**config.mk**
```make
export PLATFORM = sky130hd
export DESIGN_NAME = bitstream_serializer
export DESIGN_NICKNAME = d
export VERILOG_FILES = /design/src/rtl/cfg_stream_pkg.sv /design/src/rtl/bitstream_serializer.sv
export SDC_FILE = /design/constraint.sdc
export NUM_CORES = 1
export LEC_CHECK = 0
export CORE_MARGIN = 5
export CORE_UTILIZATION = 52
export CTS_BUF_LIST = sky130_fd_sc_hd__clkbuf_16
export CTS_CLUSTER_DIAMETER = 30
export DETAILED_ROUTE_END_ITERATION = 7
export PLACE_DENSITY = 0.83
export SETUP_SLACK_MARGIN = 0.2
export SLEW_MARGIN = 20
export SYNTH_ARGS = -nofsm -noshare
export SYNTH_HDL_FRONTEND = slang
export SYNTH_SLANG_ARGS = --single-unit
export TNS_END_PERCENT = 20
```
**constraint.sdc**
```tcl
create_clock -name clk -period 2.3 [get_ports clk]
set_input_delay 0.46 -clock clk [delete_from_list [all_inputs] [get_ports clk]]
set_output_delay 0.46 -clock clk [all_outputs]
set_load 0.01 [all_outputs]
```
**src/rtl/cfg_stream_pkg.sv**
```systemverilog
// Shared definitions for the configuration bitstream link (serializer and deserializer).
package cfg_stream_pkg;

  typedef enum logic [1:0] {
    IDLE  = 2'd0,
    SHIFT = 2'd1,
    DONE  = 2'd2
  } cfg_state_t;

  // Counter width able to hold the value n itself (n bits sent => count reaches n).
  function automatic int cnt_width(input int n);
    return $clog2(n + 1);
  endfunction

endpackage

```
**src/rtl/bitstream_serializer.sv**
```systemverilog
// Configuration bitstream transmitter: loads a CFG_SIZE-bit word, shifts it out MSB first
// with valid/ready flow control on the serial side, then pulses CfgDone for one cycle.
module bitstream_serializer
  import cfg_stream_pkg::*;
#(
  parameter int CFG_SIZE = 100
) (
  input  logic                clk,
  input  logic                rst,
  input  logic [CFG_SIZE-1:0] ParallelIn,
  input  logic                LoadValid,
  output logic                LoadReady,
  input  logic                StreamReady,
  output logic                SerialOut,
  output logic                StreamValid,
  output logic                CfgDone,
  output logic                Busy
);

  localparam int CW = cnt_width(CFG_SIZE);
  localparam logic [CW-1:0] LAST_BIT = CW'(CFG_SIZE - 1);

  logic [CFG_SIZE-1:0] ShiftReg;
  logic [CW-1:0]       BitCount;
  cfg_state_t          State;

  always_ff @(posedge clk) begin
    if (!rst) begin
      State    <= IDLE;
      ShiftReg <= '0;
      BitCount <= '0;
    end else begin
      case (State)
        IDLE: if (LoadValid) begin
          ShiftReg <= ParallelIn;
          BitCount <= '0;
          State    <= SHIFT;
        end
        // A stalled cycle holds everything so the presented bit stays stable.
        SHIFT: if (StreamReady) begin
          ShiftReg <= {ShiftReg[CFG_SIZE-2:0], 1'b0};
          BitCount <= BitCount + CW'(1);
          if (BitCount == LAST_BIT) State <= DONE;
        end
        DONE:    State <= IDLE;
        default: State <= IDLE;
      endcase
    end
  end

  assign LoadReady   = (State == IDLE);
  assign StreamValid = (State == SHIFT);
  assign SerialOut   = StreamValid ? ShiftReg[CFG_SIZE-1] : 1'b0;
  assign CfgDone     = (State == DONE);
  assign Busy        = (State != IDLE);

endmodule

```
==> impl_metrics.toml, run 1 <==
[routing]
finalWirelength_microns = 12500
initialDrtViolationCount = 263
drtPass1Iterations = 4
vias = 4513
vias_per_cell = 6.07
wl_per_cell_microns = 16.8
ant_nets = 0
drc = 0

[setup_path]
start_kind = "flip-flop"
crit_fanout = 13
required_ns = 1.84
critical_path_class = "flip-flop to output pin"
end_kind = "output pin"
arrival_ns = 1.51
ff2ff_setup_slack_ns = 0.39
reg2reg_depth = 5

[placement]
placed_cell_area_sq_um = 6900
dpl.hpwl_microns = 8350
dp_cells = 724
place.gp.congestion = 0.771
port_buffers = 108

[floorplanning]
design.core.area_sq_um = 10800
start_util = 0.527
io_pins = 109
rows = 38
fp.dieW_microns = 115
dieArea_sq_um = 13100
dieHeight_microns = 115

[timing]
slew_viol_final = 0
post-route-period-util = 0.858
grt_setup_unrepaired = "false"
hold_viol = 0
tns_ns = 0
finalClockSkew_ns = 0.00879
setup_viol = 0
relSlewSlack = 0.454
min_period_ns = 1.97
tightest_slew_ns = 0.819
max_freq_mhz = 507

[finish]
nFillCells = 846
drive_above_1_share = 0.113
finalInstanceArea_sq_um = 7210
regArea_sq_um = 2190
fin_nets = 704
multi_input_area_sq_um = 3150
diodes = 0
fin_util = 0.668
layout.cells.non_filler = 744
syn_to_final_growth_pct = 26.8

[synth]
synthAdderAreaFrac = 0.00220
synth_top_family_by_area = "compound AO/OA/AOI/OAI gates"
synth-simple-area-share = 0.0299
ys_seq_area_frac = 0.384
avgSynthCellArea_sq_um = 10.8
synth_nets = 631
ys_warn_count = 0
ys_ff_latch = 109
synth.mux.area_fraction = 0.201
synthDistinctLibCells = 29
syn_inst = 526
synth_area_sq_um = 5690
synth-compound-area-share = 0.318
synth_xor_area_frac = 0

[cts]
clkTransAtPathRegs_ns = 0.07
cts-buffers-inserted = 9
cts_tree = "done"
clkSinkCount = 109
cts_root_buf = "clkbuf_16"
cts.path.max_buffers = 2
clock_latency_ns = 0.35
cts_hold_buf = 0
htreeDepth = 3

[global_route]
grt_max_degree = 89
grt_pass1_wl_microns = 20600
antenna_found_initial = 0
grt_pass1_vias = 4443
overflow = 0
grt_usage = 0.188

[power]
p_leak_nw = 2.96
powerDensity_nw_per_um2 = 626
peakVddDrop_mv = 0.336

[flow_run]
maxCapViolCount = 0

[worst_hold_path]
hold_class = "input pin to flip-flop"
hold_depth = 2

[outcome]
status = "finished, final reports clean"
-- layout make-up --
type,instances,area share
Clock inverter,7,0.00712
Inverter,5,0.00260
Clock buffer,9,0.0312
Sequential cell,109,0.303
Multi-Input combinational cell,341,0.436
Tap cell,140,0.0243
Timing Repair Buffer,133,0.195
-- power by group --
part | switching (W) | internal, W | total, W
registers | 0.0000699 | 0.00206 | 0.00213
clock network | 0.000713 | 0.000739 | 0.00145
logic | 0.000361 | 0.000577 | 0.000939
-- metal layers --
layer | global-route usage | part of all wire | routed length [microns] | vias up
met3 | 0.0412 | 0.050 | 622 | 32
met2 | 0.309 | 0.47 | 5870 | 119
met4 | 0.0697 | 0.023 | 289 | 0
met1 | 0.242 | 0.46 | 5690 | 2139
li1 | - | - | - | 2223
met5 | 0 | 0 | 0 | -
-- stage by stage --
stage	hold WS, ns	total power, W	setup slack, ns
2_1_floorplan	0.445	0.00276	0.639
3_3_place_gp	0.463	0.00305	0.249
3_5_place_dp	0.469	0.00310	0.187
4_1_cts	0.444	0.00455	0.196
5_1_grt	0.459	0.00473	0.262
6_report	0.458	0.00452	0.327
-- synthesized netlist by cell type, drive strengths merged --
master   count  area [sq um]
dfxtp      109          2180
mux2        99          1110
o311a       99           991
o21bai      98           736
clkbuf      41           154
buf         30           198
a21oi        6          30.0
nand3        6          30.0
inv          5          18.8
o21ai        5          25.0
mux2i        3          30.0
nor2         3          11.3
nor4         3          18.8
or4          3          22.5
nand2        2          7.51
nand3b       2          15.0
nand4b       2          17.5
o31ai        2          15.0
a2111oi      1          8.76
and3         1          6.26
ha           1          12.5
nand2b       1          13.8
nand4        1          6.26
nor2b        1          6.26
or3          1          6.26
or3b         1          8.76
-- flip-flops by register name (all words and copies together), names as in the netlist --
signal / flops
ShiftReg: 100
State: 2
BitCount: 7
-- logic make-up after synthesis --
logic type | after synthesis
AOI/OAI and AO/OA | 211
DFF | 109
adders and majority gates | 1
and+or+nand+nor | 27
buffers and inverters | 76
muxes | 102
-- path summary, 6_finish.rpt --
check / from / endpoint
worst max-delay path: State[1] / LoadReady
worst min-delay path: rst / ShiftReg[97]
worst max register to register: State[1] / ShiftReg[44]
worst min register to register: ShiftReg[0] / ShiftReg[0]
-- repair_timing --
item | 4_1_cts | 5_1_grt
endpoints found under the setup margin | 2 | 2
buffers inserted | 3 | 1
gates resized for setup | 1 | 2
-- critical path, cell delays in order, from the launching register on --
cell and delay [ns]:
dfxtp_4 0.39, nor2_1 0.20, clkdlybuf4s50_1 0.58
-- cell usage in the layout, fill, tap and decap left out, drive strengths merged --
| cell type | count |
|---|---|
| mux2i | 3 |
| o31ai | 2 |
| or4 | 3 |
| nand2b | 1 |
| o21ai | 5 |
| clkinv | 5 |
| buf | 26 |
| ha | 1 |
| nand3b | 2 |
| dfxtp | 109 |
| clkdlybuf4s50 | 105 |
| nand3 | 6 |
| nor2b | 1 |
| or3 | 1 |
| clkinvlp | 1 |
| o311a | 99 |
| inv | 6 |
| mux2 | 99 |
| dlygate4sd2 | 1 |
| nor2 | 3 |
| and3 | 1 |
| o21bai | 98 |
| nand2 | 2 |
| nand4b | 2 |
| clkbuf | 9 |
| nor4 | 3 |
| nand4 | 1 |
| a2111oi | 1 |
| or3b | 1 |
| a21oi | 6 |
| dlymetal6s2s | 1 |
(Power assumes the default switching activity.)
==> run 2: changes to the inputs <==
--- a/config.mk
+++ b/config.mk
@@ -9,6 +9,7 @@
 export CORE_UTILIZATION = 52
 export CTS_BUF_LIST = sky130_fd_sc_hd__clkbuf_16
 export CTS_CLUSTER_DIAMETER = 30
+export CTS_CLUSTER_SIZE = 16
 export DETAILED_ROUTE_END_ITERATION = 7
 export PLACE_DENSITY = 0.83
 export SETUP_SLACK_MARGIN = 0.2
==> results of run 2 <==
No change in the layout: final DEF, timing and power equal those of run 1.
==> run 3: changes to the inputs <==
--- a/config.mk
+++ b/config.mk
@@ -11,6 +11,7 @@
 export CTS_CLUSTER_DIAMETER = 30
 export CTS_CLUSTER_SIZE = 16
 export DETAILED_ROUTE_END_ITERATION = 7
+export GPL_TIMING_DRIVEN = 0
 export PLACE_DENSITY = 0.83
 export SETUP_SLACK_MARGIN = 0.2
 export SLEW_MARGIN = 20
==> impl_metrics.toml, run 3 (same netlist as run 1, synthesis figures left out) <==
[routing]
vias = 4814
initialDrtViolationCount = 245
wl_met3_microns = 789
wl_met1_microns = 6130
vias_per_cell = 6.10
wl_per_cell_microns = 17.6
finalWirelength_microns = 13900
top_layer = "met4"
ant_nets = 0
wl_met2_microns = 6790
drtPass1Iterations = 4
drc = 0

[timing]
hold_viol = 0
slew_viol_final = 0
relSlewSlack = 0.574
min_period_ns = 2.09
hold-worst-slack_ns = 0.482
max_freq_mhz = 477
finalClockSkew_ns = 0.0126
grt_setup_unrepaired = "true"
setup_viol = 0
post-route-period-util = 0.911
tightest_slew_ns = 0.639

[finish]
layout_common_cells = "109 x dfxtp_1, 103 x clkdlybuf4s50_1, 99 x o311a_1"
layout.cells.non_filler = 789
fin_nets = 749
largest_reg_flops = 100
final_common_cell = "dfxtp_1"
syn_to_final_growth_pct = 27.6
nFillCells = 842
largest_register = "ShiftReg"
drive_above_1_share = 0.103
top_regs = "ShiftReg x100, BitCount x7, State x2"
diodes = 0

[outcome]
status = "finished, final reports clean"

[global_route]
grt_pass1_vias = 4836
grt_usage = 0.210
overflow = 0
antenna_found_initial = 0
grt_max_degree = 19
grt_pass1_wl_microns = 22800

[floorplanning]
dieHeight_microns = 115
start_util = 0.527
dieArea_sq_um = 13100
rows = 38
fp.dieW_microns = 115
design.core.area_sq_um = 10800
io_pins = 109

[power]
pwr-share-comb = 0.198
peakVddDrop_mv = 0.368
sequentialPowerShare = 0.460
switchingPower_w = 0.00116
p_leak_nw = 2.97
clockPowerShare = 0.341
p_int_w = 0.00345
powerDensity_nw_per_um2 = 636
switching_share = 0.252

[setup_path]
crit_path_max_incr_delay_ns = 0.31
arrival_ns = 1.63
ff2ff_setup_slack_ns = 0.41
required_ns = 1.84
reg2reg_to = "ShiftReg[21]"
critical_path.cell_chain = "clkbuf_4 -> nand2b_4 -> buf_8 -> buf_8 -> inv_1 -> dlygate4sd2_1"
reg2reg_depth = 6
slowest_stage = "dfxtp_1"
end_kind = "output pin"
critPathMostFrequentCell = "buf_8"
crit_fanout = 10
start_kind = "flip-flop"
critical_path_class = "flip-flop to output pin"
r2r_start = "State[0]"

[cts]
cts_tree = "done"
clock_latency_ns = 0.34
clkSinkCount = 109
cts_root_buf = "clkbuf_16"
cts.path.max_buffers = 2
htreeDepth = 3
cts-buffers-inserted = 9
clkTransAtPathRegs_ns = 0.07

[placement]
place.gp.congestion = 0.850
dpl.hpwl_microns = 9810
dp_cells = 773
port_buffers = 107

[worst_hold_path]
hold_depth = 2
holdPathEnd = "ShiftReg[0]"
worstHoldStart = "ShiftReg[0]"
hold_class = "flip-flop to flip-flop"

[flow_run]
maxCapViolCount = 0
==> run 3: cell count changes in the layout (fill, tap and decap cells not counted), moves of 2 or more <==
cell,delta
clkbuf_4,+3
buf_1,+7
buf_8,+2
clkbuf_2,+2
buf_6,+7
clkbuf_1,+39
buf_4,-15
clkdlybuf4s50_1,-2
buf_2,+12
buf_12,-11
dfxtp_1,+2
==> run 3: cell type report <==
class | instances | area [sq um] | area share
timing repair buffer | 107 | 1060 | 0.146
tap | 140 | 175 | 0.0242
buffer | 71 | 378 | 0.0521
clock buffer | 9 | 225 | 0.0311
multi-input combinational | 341 | 3140 | 0.433
inverter | 5 | 18.8 | 0.00259
sequential | 109 | 2180 | 0.301
clock inverter | 7 | 73.8 | 0.0102
==> run 3: worst max path at each step <==
stage / from / end / slack, ns
floorplan: State[1] / CfgDone / 0.64
global placement: State[1] / CfgDone / -0.16
detailed placement: State[1] / CfgDone / -0.17
CTS: State[1] / StreamValid / 0.16
global route: State[1] / StreamValid / 0.13
finish: State[1] / StreamValid / 0.21
==> run 3: worst max-delay path, delay by kind of cell (launching register included) <==
family | cells | cell delay (ns)
AND/OR/NAND/NOR | 1 | 0.15
flip-flops | 1 | 0.31
buffers and inverters | 5 | 0.83
==> run 3: power groups by stage <==
stage	Clock (W)	Sequential, W	Combinational, W
final	0.00157	0.00212	0.000916
after CTS	0.00159	0.00213	0.000916
after detailed placement	0	0.00217	0.000912
after floorplan	0	0.00214	0.000611
after global routing	0.00167	0.00215	0.000996
after global placement	0	0.00216	0.000884
==> run 3: timing repair <==
item | 4_1_cts | 5_1_grt
setup buffers | 0 | 0
hold buffers | 0 | 0
setup endpoints to repair | 5 | 5
resized for setup | 11 | 8
hold endpoints to repair | 0 | 0
==> run 3: metrics by stage <==
stage	setup TNS, ns	worst slack [ns]	utilization	power (W)	instance area (sq um)
floorplan	0	0.639	-	0.00276	5690
global placement	-0.158	-0.158	0.642	0.00304	6930
detailed placement	-0.169	-0.169	0.642	0.00308	6930
CTS	0	0.156	0.671	0.00463	7250
global route	0	0.134	0.672	0.00481	7250
finish	0	0.206	0.672	0.00461	7250
==> run 3: per-layer routing <==
metal | global-route usage | up-vias
met3 | 0.0470 | 20
met4 | 0.0625 | 0
met1 | 0.266 | 2360
met5 | 0 | -
met2 | 0.355 | 115
li1 | - | 2319
==> edit: new RTL, flow settings as in run 1 <==
Compare `BitCount` against `LAST_BIT` with >= in place of ==.
--- a/src/rtl/bitstream_serializer.sv
+++ b/src/rtl/bitstream_serializer.sv
@@ -41,5 +41,5 @@
           ShiftReg <= {ShiftReg[CFG_SIZE-2:0], 1'b0};
           BitCount <= BitCount + CW'(1);
-          if (BitCount == LAST_BIT) State <= DONE;
+          if (BitCount >= LAST_BIT) State <= DONE;
         end
         DONE:    State <= IDLE;
Behaviour: same outputs for any inputs over 10 cycles, from zero or initial values and one cycle with rst low; that may be too few to reach the edited logic, so the function may still have changed.
==> edit against run 1 <==
- worst setup slack lost 0.076 ns
- total power is 2.0% higher
- sequential cell count is the same
- combinational power shrank 7.1%
- cell area shrank 1.9%
- synthesized area barely moved
- global-route usage down 0.22 points
- critical path type unchanged
- routed wire length is 2.0% lower
- sequential share of layout area is 0.62 points higher
==> edit: results <==
set metrics [dict create \
    die_x_um 115 \
    multi_input_area_share 0.447 \
    grt_use_met3 0.0428 \
    avgRoutedWirePerCell_um 16.7 \
    grtUsageMet2 0.284 \
    drive_gt1_frac 0.0894 \
    cts_setup_buffers 0 \
    post-dp-hpwl_um 7870 \
    routabilityCongestion 0.762 \
    fin_skew_ns 0.00464 \
    met2_length_um 5610 \
    layout.nonclk_buf_frac 0.173 \
    placed_area_um2 6760 \
    sh_seq_area 0.310 \
    wl_met3_um 754 \
    signal_buffers 121 \
    synth.distinct_cells 30 \
    via_per_inst 6.02 \
    use_met1 0.259 \
    switching_share 0.235 \
    drt_iter0_markers 382 \
    power_frac_seq 0.462 \
    dp_slack_ns 0.215 \
    grt_max_degree 104 \
    seq_area_frac_synth 0.384 \
    worstMarginPinSlew_ns 0.568 \
    hold_class "flip-flop to flip-flop" \
    multi_input_gates 344 \
    status "finished clean" \
    grt_usage 0.186 \
    inv_count 4 \
    synth_nets 633 \
    wirelength_met1_um 5680 \
    leakagePower_nw 2.87 \
    synth.area.top_cells "dfxtp_1 38%, o311a_1 17%, mux2_1 15%, o21bai_1 13%, mux2_2 4.4%" \
    finish.net_count 694 \
    vdd_drop_max_v 0.000357 \
    clockPowerShare 0.348 \
    grt_pass1_wl_um 20300 \
]
-- edit: cell types whose count changed in the layout (fill, tap and decap cells not counted), moves of 2 or more --
cell / delta
bufinv_16: +2
buf_4: -5
clkdlybuf4s50_1: +2
nand2_1: +2
buf_12: -7
a21boi_0: +2
clkinv_4: -2
-- edit: cells by family after synthesis --
family                   after synthesis  synth area share
AO/OA/AOI/OAI                        213             0.320
adder cells (fa/ha/maj)                1           0.00220
buffers and inverters                 75            0.0629
flip-flops                           109             0.384
multiplexers                         102             0.201
AND/OR/NAND/NOR                       28            0.0303
-- edit: worst paths after layout --
path,startpoint,end,slack [ns],depth (start not counted)
max reg2reg,State[1]$_SDFFE_PN0P_,ShiftReg[99]$_SDFFE_PN0P_,0.60,4
max,State[1]$_SDFFE_PN0P_,SerialOut,0.25,3
min,ShiftReg[0]$_SDFFE_PN0P_,ShiftReg[0]$_SDFFE_PN0P_,0.48,2
min reg2reg,ShiftReg[0]$_SDFFE_PN0P_,ShiftReg[0]$_SDFFE_PN0P_,0.48,2
